===== config.mk =====
export PLATFORM = sky130hd
export DESIGN_NAME = uart_rx
export DESIGN_NICKNAME = d
export VERILOG_FILES = /design/src/rtl/uart_pkg.sv /design/src/rtl/uart_rx_fifo.sv /design/src/rtl/uart_rx.sv
export SDC_FILE = /design/constraint.sdc
export NUM_CORES = 1
export LEC_CHECK = 0
export ABC_CLOCK_PERIOD_IN_PS = 3800
export BUFFER_PORTS_ARGS = -buffer_cell sky130_fd_sc_hd__clkbuf_2
export CAP_MARGIN = 20
export CORE_UTILIZATION = 47
export DETAILED_ROUTE_END_ITERATION = 7
export GPL_ROUTABILITY_DRIVEN = 0
export GPL_TIMING_DRIVEN = 0
export PLACE_DENSITY = 0.59
export SETUP_SLACK_MARGIN = 0.5
export SLEW_MARGIN = 15
export SYNTH_ARGS = -nofsm -noshare
export SYNTH_HDL_FRONTEND = slang
export SYNTH_SLANG_ARGS = --single-unit

===== constraint.sdc =====
create_clock -name clk_i -period 3.8 [get_ports clk_i]
set_input_delay 0.38 -clock clk_i [delete_from_list [all_inputs] [get_ports clk_i]]
set_output_delay 0.38 -clock clk_i [all_outputs]
set_load 0.05 [all_outputs]

===== src/rtl/uart_pkg.sv =====
// -----------------------------------------------------------------------------
// uart_pkg
// Types and constants shared by the UART receive and transmit blocks.
//   rx_state_e : receiver frame states
//   DATA_BITS  : payload bits per frame (8N1)
//   clamp_div  : lower-bounds a baud divisor to 2 cycles per bit so the
//                half-bit centring count is never zero
// -----------------------------------------------------------------------------
package uart_pkg;

  localparam int DATA_BITS = 8;

  typedef enum logic [1:0] {
    IDLE  = 2'd0,
    START = 2'd1,
    DATA  = 2'd2,
    STOP  = 2'd3
  } rx_state_e;

  function automatic logic [15:0] clamp_div(input logic [15:0] div);
    return (div < 16'd2) ? 16'd2 : div;
  endfunction

endpackage


===== src/rtl/uart_rx_fifo.sv =====
// -----------------------------------------------------------------------------
// uart_rx_fifo
// Synchronous first-word-fall-through FIFO holding received bytes.
//   clk_i, rst_i : clock, synchronous active-high reset (flushes pointers)
//   push, din    : write din when not full, or when full and popping this cycle
//   pop          : advance the head; ignored while empty
//   dout         : current head, forced to 0 while empty
//   empty, full  : occupancy flags
// -----------------------------------------------------------------------------
module uart_rx_fifo #(
  parameter int DEPTH = 16,
  parameter int WIDTH = 8
) (
  input  logic             clk_i,
  input  logic             rst_i,
  input  logic             push,
  input  logic             pop,
  input  logic [WIDTH-1:0] din,
  output logic [WIDTH-1:0] dout,
  output logic             empty,
  output logic             full
);

  localparam int AW = $clog2(DEPTH);

  logic [WIDTH-1:0] mem [DEPTH];
  logic [AW-1:0]    wr_ptr;
  logic [AW-1:0]    rd_ptr;
  logic [AW:0]      count;
  logic             do_push;
  logic             do_pop;

  assign empty   = (count == '0);
  assign full    = (count == (AW+1)'(DEPTH));
  assign do_pop  = pop && !empty;
  // A full FIFO still accepts a write when the head leaves in the same cycle.
  assign do_push = push && (!full || do_pop);
  // The storage array is not reset, so mask the head to keep dout defined.
  assign dout    = empty ? '0 : mem[rd_ptr];

  // NOTE: sequential state is written with non-blocking assignments so every
  // register samples the pre-edge values, independent of statement order.
  always_ff @(posedge clk_i) begin
    if (rst_i) begin
      wr_ptr <= '0;
      rd_ptr <= '0;
      count  <= '0;
    end else begin
      if (do_push) wr_ptr <= wr_ptr + 1'b1;
      if (do_pop)  rd_ptr <= rd_ptr + 1'b1;
      case ({do_push, do_pop})
        2'b10:   count <= count + 1'b1;
        2'b01:   count <= count - 1'b1;
        default: count <= count;
      endcase
    end
  end

  // NOTE: the data array has no reset; only the pointers define validity,
  // which lets synthesis map it onto plain RAM or reset-less flops.
  always_ff @(posedge clk_i) begin
    if (do_push) mem[wr_ptr] <= din;
  end

endmodule


===== src/rtl/uart_rx.sv =====
// -----------------------------------------------------------------------------
// uart_rx
// 8N1 UART receiver with a receive FIFO. The serial line is synchronised,
// a falling edge starts a frame, each bit is sampled near its centre using a
// down-counter reloaded from the captured divisor, and completed bytes are
// pushed into a first-word-fall-through FIFO.
//   clk_i        : clock
//   rst_i        : synchronous active-high reset
//   baud_div_i   : clk_i cycles per bit, captured when a start edge is seen
//   rx_en_i      : receiver enable; low abandons any frame in progress
//   rx_bit_i     : asynchronous serial input, idle high
//   rx_ren_i     : pop FIFO head
//   dout_o       : FIFO head (valid while empty_o = 0)
//   empty_o      : FIFO empty
//   full_o       : FIFO full
//   frame_err_o  : one-cycle pulse, stop bit sampled low (byte dropped)
//   overrun_o    : one-cycle pulse, byte completed while FIFO full (dropped)
// -----------------------------------------------------------------------------
module uart_rx
  import uart_pkg::*;
#(
  parameter int FIFO_DEPTH  = 16,
  parameter int SYNC_STAGES = 2
) (
  input  logic        clk_i,
  input  logic        rst_i,
  input  logic [15:0] baud_div_i,
  input  logic        rx_en_i,
  input  logic        rx_bit_i,
  input  logic        rx_ren_i,
  output logic [7:0]  dout_o,
  output logic        empty_o,
  output logic        full_o,
  output logic        frame_err_o,
  output logic        overrun_o
);

  localparam logic [1:0] S_IDLE  = IDLE;
  localparam logic [1:0] S_START = START;
  localparam logic [1:0] S_DATA  = DATA;
  localparam logic [1:0] S_STOP  = STOP;

  localparam int BW = $clog2(DATA_BITS);

  logic [SYNC_STAGES-1:0] sync_q;
  logic                   rx_s;
  logic [1:0]             state_q;
  logic [15:0]            div_q;
  logic [15:0]            cnt_q;
  logic [15:0]            div_in;
  logic [BW-1:0]          bitcnt_q;
  logic [DATA_BITS-1:0]   shreg_q;
  logic                   tick;
  logic                   push_q;
  logic                   frame_err_q;
  logic                   overrun_q;

  // Line synchroniser; resets to the idle (high) level so reset never looks
  // like a start edge.
  always_ff @(posedge clk_i) begin
    if (rst_i) sync_q <= '1;
    else       sync_q <= {sync_q[SYNC_STAGES-2:0], rx_bit_i};
  end

  assign rx_s   = sync_q[SYNC_STAGES-1];
  assign div_in = clamp_div(baud_div_i);
  assign tick   = (cnt_q == '0);

  // Frame FSM. Every state counts cnt_q down and acts when it reaches zero.
  always_ff @(posedge clk_i) begin
    if (rst_i) begin
      state_q     <= S_IDLE;
      div_q       <= '0;
      cnt_q       <= '0;
      bitcnt_q    <= '0;
      shreg_q     <= '0;
      push_q      <= 1'b0;
      frame_err_q <= 1'b0;
    end else begin
      // NOTE: pulses default low every cycle and are only set on the event
      // cycle, which guarantees a width of exactly one clock.
      push_q      <= 1'b0;
      frame_err_q <= 1'b0;
      if (!rx_en_i) begin
        state_q <= S_IDLE;
      end else begin
        case (state_q)
          S_IDLE: begin
            if (!rx_s) begin
              state_q  <= S_START;
              div_q    <= div_in;
              cnt_q    <= div_in >> 1;   // half a bit to reach the start-bit centre
              bitcnt_q <= '0;
            end
          end
          S_START: begin
            if (!tick) begin
              cnt_q <= cnt_q - 1'b1;
            end else if (!rx_s) begin
              state_q <= S_DATA;
              cnt_q   <= div_q - 1'b1;
            end else begin
              state_q <= S_IDLE;         // line back high at centre: glitch
            end
          end
          S_DATA: begin
            if (!tick) begin
              cnt_q <= cnt_q - 1'b1;
            end else begin
              shreg_q  <= {rx_s, shreg_q[DATA_BITS-1:1]};   // LSB first
              bitcnt_q <= bitcnt_q + 1'b1;
              cnt_q    <= div_q - 1'b1;
              if (bitcnt_q == BW'(DATA_BITS - 1)) state_q <= S_STOP;
            end
          end
          S_STOP: begin
            if (!tick) begin
              cnt_q <= cnt_q - 1'b1;
            end else begin
              // Leave at the stop-bit centre so a following start edge is seen
              // immediately.
              if (rx_s) push_q      <= 1'b1;
              else      frame_err_q <= 1'b1;
              state_q <= S_IDLE;
            end
          end
          default: state_q <= S_IDLE;
        endcase
      end
    end
  end

  // The push is registered, so the overrun decision is made on the cycle the
  // FIFO would accept it; a simultaneous pop frees the slot.
  always_ff @(posedge clk_i) begin
    if (rst_i) overrun_q <= 1'b0;
    else       overrun_q <= push_q && full_o && !rx_ren_i;
  end

  // shreg_q is stable until the next frame's first data sample, well after
  // the registered push, so it can feed the FIFO directly.
  uart_rx_fifo #(
    .DEPTH (FIFO_DEPTH),
    .WIDTH (DATA_BITS)
  ) u_fifo (
    .clk_i (clk_i),
    .rst_i (rst_i),
    .push  (push_q),
    .pop   (rx_ren_i),
    .din   (shreg_q),
    .dout  (dout_o),
    .empty (empty_o),
    .full  (full_o)
  );

  assign frame_err_o = frame_err_q;
  assign overrun_o   = overrun_q;

endmodule


==> impl_metrics.py <==
metrics = {
    "clock_tree": {
        "cts_tree": "yes",
        "ctsHoldBuffers": 0,
        "cts_buffers": 17,
        "clock-sinks": 195,
        "postCtsSetupBuffers": 0,
        "cts.reportedPaths.clkPinSlew_ns": 0.07,
        "cts_buffer_depth": 2,
        "cts_root_buffer": "clkbuf_16",
        "h-tree-depth": 4,
        "cts.repair.resized": 4,
        "worstSkewPairLatency_ns": 0.43,
    },
    "global_routing": {
        "grt_usage_pct": 22.75,
        "grt_max_degree": 19,
        "grt_pass1_wl_um": 30700,
        "antenna_found_initial": 0,
        "grt_overflow": 0,
        "grt_pass1_vias": 5484,
    },
    "timing": {
        "finalHoldViolations": 0,
        "tns_ns": 0,
        "post-route-period-util_pct": 83.92,
        "finalMaxSlewViolations": 0,
        "relSlewSlack_pct": 37.33,
        "setup-violations-final": 0,
        "tightest_slew_ns": 0.9366,
        "fmax_mhz": 313.6,
        "rsz0062_at_grt": "false",
        "skew_ns": 0.01046,
        "period_needed_ns": 3.189,
    },
    "yosys": {
        "ys_seq_elements": 195,
        "synth_edf_count": 128,
        "syn_inst": 655,
        "syn-num-nets": 693,
        "synth-seq-area-share_pct": 60.01,
        "synth-main-ff-cell": "edfxtp_1",
        "avgSynthCellArea_um2": 13.19,
        "syn_area_um2": 8641,
        "synthArstFlopShare_pct": 0,
        "yosys.cell_types.count": 57,
        "ys_warn_count": 0,
    },
    "worst_setup_path": {
        "crit_buf_inv": 2,
        "required_ns": 3.42,
        "cp_top_family": "multiplexers",
        "max_stage_delay_ns": 0.51,
        "crit_arrival_ns": 2.81,
        "slowest_stage": "clkbuf_1",
        "path_common_cell": "mux4_2",
        "critPathLaunchType": "flip-flop",
        "end_kind": "output pin",
        "setup.worst_path.class": "reg -> out",
        "path_cells": "clkbuf_1 > mux4_2 > mux4_2 > nor2b_1 > clkbuf_2",
        "worstPathMaxFanout": 10,
        "r2r_setup_slack_ns": 0.89,
    },
    "detailed_routing": {
        "met2_length_um": 9772,
        "final_antenna_net_count": 0,
        "wirelength_met1_um": 8723,
        "vias": 5512,
        "first_iter_violations": 514,
        "drc_errors": 0,
        "via_per_inst": 5.820,
        "top_layer": "met4",
        "routedWlPerCell_um": 21.21,
        "wirelength_um": 20090,
        "met3_length_um": 1146,
        "dr.pass1.iters": 5,
    },
    "floorplan": {
        "die_h_um": 137.6,
        "start_util_pct": 48.10,
        "die_area_um2": 18930,
        "rows": 49,
        "ios": 33,
        "die_w_um": 137.6,
        "core_area_um2": 17960,
    },
    "placement": {
        "dpl_cell_area_um2": 9082,
        "dp_hpwl_um": 14200,
        "portBuffers": 31,
    },
    "run": {
        "max_cap_violations": 0,
    },
    "cells_and_area": {
        "drive_gt1_share_pct": 17.13,
        "antenna_cells": 0,
        "fill_cells": 1484,
        "design_area_um2": 9683,
        "fin_nets": 743,
        "area_delta_synth_final_pct": 12.06,
    },
    "outcome": {
        "status": "finished, final reports clean",
    },
    "pwr": {
        "leakage_uw": 0.003465,
        "ir_worst_vdd_uv": 631.8,
        "power_density_nw_per_um2": 557.5,
    },
    "hold_path": {
        "min_path_type": "in -> reg",
    },
}
==> layout by cell type (no fill, tap or decap), drive strengths merged, types with 8 or more instances in the layout <==
cell,n
mux4,40
inv,23
nor4,14
a21oi,34
dfxtp,67
ha,16
nand3,18
xor2,18
mux2i,12
o21ai,8
nor2,53
nor2b,10
a211oi,15
edfxtp,128
clkbuf,83
nand2,55
nor3,14
and2,17
xnor2,17
==> report_power, final <==
part           internal [uW]  switching (uW)  total [uW]
clock                    978             781        1760
combinational            432             879        1310
sequential              2280            53.1        2330
total                   3680            1710        5400
==> final timing paths <==
kind                                      start               to  depth (start not counted)
worst max-delay path                  flip-flop        dout_o[1]                          5
worst min-delay path                   rx_bit_i        sync_q[0]                          2
worst max register to register  u_fifo.count[0]  u_fifo.count[4]                         10
worst min register to register        sync_q[0]        sync_q[1]                          1
==> registers in the layout, indices dropped and copies added, names as in the netlist, named ones only <==
register and cells:
u_fifo.mem 128, cnt_q 16, div_q 16, shreg_q 8
u_fifo.count 5, u_fifo.rd_ptr 4, u_fifo.wr_ptr 4, bitcnt_q 3
sync_q 2, frame_err_o 1, overrun_o 1, push_q 1
state_q 1
==> area by class of cell <==
class / instances / area, um2 / area share [%]
flip-flops and latches: 195 / 5185 / 53.55
multi-input cells: 404 / 3236 / 33.42
clock buffers: 24 / 524.3 / 5.414
well taps: 229 / 286.5 / 2.959
repair buffers: 31 / 155.1 / 1.602
plain buffers: 35 / 152.6 / 1.576
inverters: 21 / 78.83 / 0.8141
clock inverters: 8 / 65.06 / 0.6719
==> per-stage QoR <==
stage	std cells	hold slack [ns]	total power [uW]	setup WS, ns	util, %
4_1_cts	947	0.1139	5435	0.5108	53.89
6_report	947	0.1295	5398	0.6109	53.90
3_5_place_dp	915	0.4070	3686	0.7845	50.56
3_3_place_gp	915	0.3982	3659	0.8022	50.56
2_1_floorplan	655	0.3895	3366	1.120	-
5_1_grt	947	0.1247	5610	0.5130	53.90
==> cells in the mapped netlist, types with 17 or more instances <==
library cell  count  share of area, %
clkbuf_1         28               1.2
and2_1           17               1.2
edfxtp_1        128                44
nor2_1           53               2.3
mux4_2           40                10
xor2_1           18               1.8
nand3_1          18               1.0
a21oi_1          33               1.9
inv_1            20              0.87
dfxtp_1          67                16
xnor2_1          17               1.7
nand2_1          55               2.4
==> layer usage <==
layer	GRT usage [%]	vias up
met5	0	-
met4	8.059	0
met3	4.746	32
met2	37.24	183
met1	29.89	2730
li1	-	2567
==> kinds of logic after synthesis <==
logic type               count (synthesis)  synth area share [%]
XOR/XNOR                                35                 3.548
adder cells (fa/ha/maj)                 17                 2.548
AO/OA/AOI/OAI                           88                 6.618
buffers and inverters                   56                 2.548
flip-flops                             195                 60.01
AND/OR/NAND/NOR                        212                 12.92
multiplexers                            52                 11.82
Note: power is estimated with default switching activity, not from simulation.
